[src/rtl/test_pkg.sv]
`default_nettype none
// ============================================================================
// Module      : test_pkg
// Description : Shared rule codes and default widths for the priority
//               if-chain classifier.
// Revision    : 1.0 - initial release
// ============================================================================
package test_pkg;

    // Default operand width (must be >= 4, P1 looks at a[3:2]).
    localparam int DEF_W     = 4;
    // Default width of the saturating status-hit counter.
    localparam int DEF_CNT_W = 8;

    // Index of the winning rule, as presented on the code output.
    typedef enum logic [1:0] {
        CODE_NONE = 2'd0,
        CODE_P1   = 2'd1,
        CODE_EQ   = 2'd2,
        CODE_GT   = 2'd3
    } code_e;

endpackage : test_pkg
`default_nettype wire

[src/rtl/test_if.sv]
`default_nettype none
// ============================================================================
// Module      : test_if
// Description : Operand/result bundle of the classifier. The master drives
//               in_valid/a/b, the slave (the classifier) returns the
//               registered status, code and hit counter.
// Revision    : 1.0 - initial release
// ============================================================================
interface test_if #(
    parameter int W     = 4,
    parameter int CNT_W = 8
);
    logic             in_valid;
    logic [W-1:0]     a;
    logic [W-1:0]     b;
    logic             status;
    logic [1:0]       code;
    logic [CNT_W-1:0] hit_cnt;

    modport master (
        output in_valid, a, b,
        input  status, code, hit_cnt
    );

    modport slave (
        input  in_valid, a, b,
        output status, code, hit_cnt
    );
endinterface : test_if
`default_nettype wire

[src/rtl/test_classify.sv]
`default_nettype none
// ============================================================================
// Module      : test_classify
// Description : Purely combinational priority chain. First match wins:
//               P1 {b[1],a[3:2]}==3'b001, P2 a==b, P3 a>b, else a<b.
// Revision    : 1.0 - initial release
// ============================================================================
module test_classify
    import test_pkg::*;
#(
    parameter int W = DEF_W
) (
    input  wire logic [W-1:0] a_i,
    input  wire logic [W-1:0] b_i,
    output logic              status_o,
    output logic [1:0]        code_o
);

    logic w_p1_match;

    // P1 only looks at three specific bits; it outranks equality on overlap.
    assign w_p1_match = ({b_i[1], a_i[3:2]} == 3'b001);

    // Priority if-chain; defaults cover the a<b fall-through.
    always_comb begin
        status_o = 1'b0;
        code_o   = CODE_NONE;
        if (w_p1_match) begin
            status_o = 1'b1;
            code_o   = CODE_P1;
        end else if (a_i == b_i) begin
            status_o = 1'b1;
            code_o   = CODE_EQ;
        end else if (a_i > b_i) begin
            status_o = 1'b0;
            code_o   = CODE_GT;
        end
    end

endmodule : test_classify
`default_nettype wire

[src/rtl/test.sv]
`default_nettype none
// ============================================================================
// Module      : test
// Description : Registered priority classifier. Accepted cycles (in_valid=1)
//               update status/code and a saturating hit counter one edge
//               later; otherwise everything holds. Synchronous active-low
//               reset on rstn.
//               Optional macro TEST_STICKY_STATUS_EN: status, once set,
//               stays 1 until reset.
// Revision    : 1.0 - initial release
// ============================================================================
module test
    import test_pkg::*;
#(
    parameter int W     = DEF_W,
    parameter int CNT_W = DEF_CNT_W
) (
    input  wire logic clk,
    input  wire logic rstn,
    test_if.slave     bus
);

    localparam logic [CNT_W-1:0] C_CNT_MAX = {CNT_W{1'b1}};

    logic             w_cls_status;
    logic [1:0]       w_cls_code;

    logic             status_q, status_d;
    logic [1:0]       code_q,   code_d;
    logic [CNT_W-1:0] cnt_q,    cnt_d;

    test_classify #(
        .W (W)
    ) u_classify (
        .a_i      (bus.a),
        .b_i      (bus.b),
        .status_o (w_cls_status),
        .code_o   (w_cls_code)
    );

    // Next-state: hold unless accepted; counter follows the classified hit.
    always_comb begin
        status_d = status_q;
        code_d   = code_q;
        cnt_d    = cnt_q;
        if (bus.in_valid) begin
`ifdef TEST_STICKY_STATUS_EN
            status_d = status_q | w_cls_status;
`else
            status_d = w_cls_status;
`endif
            code_d   = w_cls_code;
            if (w_cls_status && (cnt_q != C_CNT_MAX)) begin
                cnt_d = cnt_q + 1'b1;
            end
        end
    end

    // Output registers with synchronous active-low reset taking priority.
    always_ff @(posedge clk) begin
        if (!rstn) begin
            status_q <= 1'b0;
            code_q   <= CODE_NONE;
            cnt_q    <= '0;
        end else begin
            status_q <= status_d;
            code_q   <= code_d;
            cnt_q    <= cnt_d;
        end
    end

    assign bus.status  = status_q;
    assign bus.code    = code_q;
    assign bus.hit_cnt = cnt_q;

endmodule : test
`default_nettype wire

[src/flat_wrapper.sv]
// flat-port wrapper written by rule: the top's interface ports become plain ports
module test_flat import test_pkg::*;
#(
    parameter int W     = DEF_W,
    parameter int CNT_W = DEF_CNT_W
)
  (clk, rstn, bus_in_valid, bus_a, bus_b, bus_status, bus_code, bus_hit_cnt);
  test_if #(.W(W), .CNT_W(CNT_W)) bus_i ();
  input  wire logic clk;
  input  wire logic rstn;
  input wire logic [$bits(bus_i.in_valid)-1:0] bus_in_valid;
  input wire logic [$bits(bus_i.a)-1:0] bus_a;
  input wire logic [$bits(bus_i.b)-1:0] bus_b;
  output wire logic [$bits(bus_i.status)-1:0] bus_status;
  output wire logic [$bits(bus_i.code)-1:0] bus_code;
  output wire logic [$bits(bus_i.hit_cnt)-1:0] bus_hit_cnt;
  assign bus_i.in_valid = bus_in_valid;
  assign bus_i.a = bus_a;
  assign bus_i.b = bus_b;
  assign bus_status = bus_i.status;
  assign bus_code = bus_i.code;
  assign bus_hit_cnt = bus_i.hit_cnt;
  test #(.W(W), .CNT_W(CNT_W)) u_core (.clk(clk), .rstn(rstn), .bus(bus_i));
endmodule
[config.mk]
export PLATFORM = sky130hd
export DESIGN_NAME = test_flat
export DESIGN_NICKNAME = d
export VERILOG_FILES = /design/src/rtl/test_pkg.sv /design/src/rtl/test_if.sv /design/src/rtl/test_classify.sv /design/src/rtl/test.sv /design/src/flat_wrapper.sv
export SDC_FILE = /design/constraint.sdc
export NUM_CORES = 1
export LEC_CHECK = 0
export ABC_CLOCK_PERIOD_IN_PS = 2430
export CORE_MARGIN = 1.5
export CORE_UTILIZATION = 46
export DETAILED_ROUTE_END_ITERATION = 10
export PLACE_DENSITY_LB_ADDON = 0.05
export SYNTH_ARGS = -nofsm -noshare
export SYNTH_HDL_FRONTEND = slang
export SYNTH_SLANG_ARGS = --single-unit
[constraint.sdc]
create_clock -name clk -period 2.43 [get_ports clk]
set_clock_uncertainty 0.05 [all_clocks]
set_input_delay 0.243 -clock clk [delete_from_list [all_inputs] [get_ports clk]]
set_output_delay 0.243 -clock clk [all_outputs]
set_load 0.02 [all_outputs]
==> impl_metrics.py <==
metrics = {
    "run_status": {
        "outcome": "completed",
    },
    "critical_path": {
        "crit_cells": 7,
        "crit_end": "u_core.bus.hit_cnt[6]",
        "reg2reg_from": "u_core.bus.hit_cnt[0]",
        "required_ns": 2.58,
        "timing.critical_path.buf_inv": 2,
        "path_cells": "clkdlybuf4s50_1 -> inv_1 -> ha_1 -> and4_4 -> o21ai_0 -> or4_1 -> a21oi_1",
        "crit_fanout": 3,
        "startpoint_type": "input pin",
        "regToRegSetupSlack_ns": 0.82,
        "reg2regPathDepth": 5,
        "reg2reg_to": "u_core.bus.hit_cnt[5]",
        "cpPeakStageDelay_ns": 0.54,
        "startpoint": "bus_b[1]",
        "worst_setup_path_end_kind": "register",
        "crit_family": "simple AND/OR/NAND/NOR gates",
        "slowest_stage": "or4_1",
        "criticalPathCategory": "input pin to register",
        "arrival_ns": 2.22,
    },
    "floorplan": {
        "die_y_um": 40.3,
        "core_area_um2": 1300,
        "num_rows": 13,
        "ios": 22,
        "start_util_pct": 49.1,
        "die_x_um": 40.3,
        "die-area_um2": 1620,
    },
    "hold_path": {
        "holdCritPathClass": "register to register",
    },
    "clock_network": {
        "postCtsResizedCells": 0,
        "clkSinkCount": 11,
        "cts_made_buffers": 3,
        "htreeDepth": 1,
        "worstSkewPairLatency_ns": 0.26,
        "cts_tree": "built",
        "hold_buffers": 0,
        "cts_root_buffer": "clkbuf_4",
        "post-cts-setup-buffers": 0,
        "clk_path_buf_depth": 2,
        "cts.clk_slew.worst_paths_ns": 0.07,
    },
    "yosys": {
        "avgSynthCellArea_um2": 9.13,
        "synth_top_area_share_pct": 34.4,
        "synth_area_um2": 639,
        "synth_sequential_area_ratio_pct": 34.4,
        "synth.distinct_cells": 27,
        "ys_ff_latch": 11,
        "ys_top_cells_by_area": "dfxtp_1 (34%), ha_1 (9.8%), inv_1 (4.7%)",
        "synth.net_count": 86,
        "synthCells": 70,
        "yosys.area.top_type": "dfxtp_1",
        "yosysWarnings": 0,
    },
    "sta": {
        "timing.max_slew.rel_slack_pct": 67.8,
        "fmax_mhz": 483,
        "maxSlewViolCount": 0,
        "finalHoldViolCount": 0,
        "period_share_pct": 85.1,
        "final.min_clock_period_ns": 2.07,
        "grt_setup_unrepaired": "no",
        "worst_slew_pin_slew_ns": 0.483,
        "setup_tns_ns": 0,
        "finalSetupViolCount": 0,
    },
    "placed_design": {
        "place.gp.congestion": 0.784,
        "port_buffers": 21,
        "hpwl_um": 1060,
    },
    "power": {
        "leakagePower_uw": 0.000324,
        "p_per_area_nw_per_um2": 435,
        "ir_worst_vdd_mv": 0.309,
    },
    "global_route": {
        "grt_max_degree": 12,
        "grt_pass1_vias": 542,
        "antenna_found_initial": 0,
        "overflow": 0,
        "grt_use_total_pct": 21.5,
        "grt_first_pass_wirelength_um": 2250,
    },
    "finish": {
        "mostFrequentLayoutCell": "clkdlybuf4s50_1",
        "mostFrequentLayoutCells": "clkdlybuf4s50_1 (21), dfxtp_1 (11), inv_1 (8)",
        "layout-drive-gt1-share_pct": 9.57,
        "final_util_pct": 67.9,
        "antenna_cells": 0,
        "nNetsFinal": 111,
        "area_growth_pct": 38.2,
    },
    "route": {
        "wirelength_um": 1410,
        "drt_first_pass_iters": 4,
        "vias": 633,
        "wl_per_cell_um": 12.9,
        "ant_nets": 0,
        "vias_per_cell": 5.81,
        "drc": 0,
        "detail_route.iter0.violations": 12,
    },
    "flow_run": {
        "cap_violations": 0,
    },
}
[per-layer routing]
| layer | vias to the layer above | GRT usage (%) | part of all wire, % |
|---|---|---|---|
| li1 | 317 | - | - |
| met4 | 0 | 10.0 | 1.2 |
| met2 | 32 | 32.7 | 46 |
| met3 | 2 | 6.67 | 7.2 |
| met5 | - | 0 | 0 |
| met1 | 282 | 27.6 | 45 |
[layout make-up]
| type | instances | area, um^2 |
|---|---|---|
| well taps | 15 | 18.8 |
| multi-input cells | 50 | 378 |
| clock buffers | 4 | 26.3 |
| fillers | 114 | 418 |
| inverters | 8 | 30.0 |
| repair buffers | 21 | 210 |
| flip-flops and latches | 11 | 220 |
[worst min-delay path by stage]
stage	from	to	slack (ns)	cells after the start
finish	u_core.bus.status	u_core.bus.status	0.42	2
floorplan	bus_in_valid	u_core.bus.code[0]	0.29	1
CTS	u_core.bus.status	u_core.bus.status	0.43	2
detailed placement	u_core.bus.status	u_core.bus.status	0.41	2
global placement	u_core.bus.status	u_core.bus.status	0.41	2
global route	u_core.bus.status	u_core.bus.status	0.44	2
[cell usage after synthesis]
| cell | count |
|---|---|
| nand2_1 | 4 |
| xor2_1 | 1 |
| ha_1 | 5 |
| and4_4 | 1 |
| o221a_2 | 1 |
| nor4_1 | 1 |
| o211a_1 | 1 |
| a2111oi_0 | 1 |
| buf_6 | 1 |
| o221ai_2 | 1 |
| nor2b_1 | 1 |
| a21o_1 | 1 |
| nand4_1 | 2 |
| or4_1 | 3 |
| a311oi_1 | 1 |
| o31ai_1 | 3 |
| nor2_1 | 4 |
| dfxtp_1 | 11 |
| or3_1 | 1 |
| nand3_1 | 4 |
| inv_1 | 8 |
| a21oi_1 | 5 |
| a2111oi_4 | 1 |
| a31oi_1 | 1 |
| o21ai_0 | 5 |
| nor3b_2 | 1 |
| or3b_4 | 1 |
[logic make-up after synthesis]
family / synth area share [%]
XOR/XNOR: 1.37
adder cells (fa/ha/maj): 9.78
buffers and inverters: 6.46
flip-flops: 34.4
AND/OR/NAND/NOR: 21.7
AO/OA/AOI/OAI: 26.2
[metrics by stage]
stage	setup WS [ns]	std cells	power [uW]	hold WS, ns	cell area [um^2]
after floorplan	0.751	70	232	0.293	639
after CTS	0.373	109	391	0.426	883
after global routing	0.303	109	411	0.440	883
after global placement	0.108	105	266	0.411	857
final	0.362	109	385	0.422	883
after detailed placement	0.0974	105	266	0.415	857
[sequential cells by signal, indices dropped and copies added (netlist names)]
name,cells
u_core.bus.code,2
u_core.bus.status,1
u_core.bus.hit_cnt,8
[worst min-delay path: stages, from the launching register on]
cell and delay (ns):
dfxtp_1 0.31, nand2_1 0.06, a21oi_1 0.05
[report_power, final]
group	switching (uW)	leakage [uW]	internal (uW)
logic	35.5	0.000220	38.4
registers	3.16	0.0000893	185
clock network	58.9	0.0000150	63.5
total	97.5	0.000324	287
Note: power is estimated with default switching activity, not from simulation.
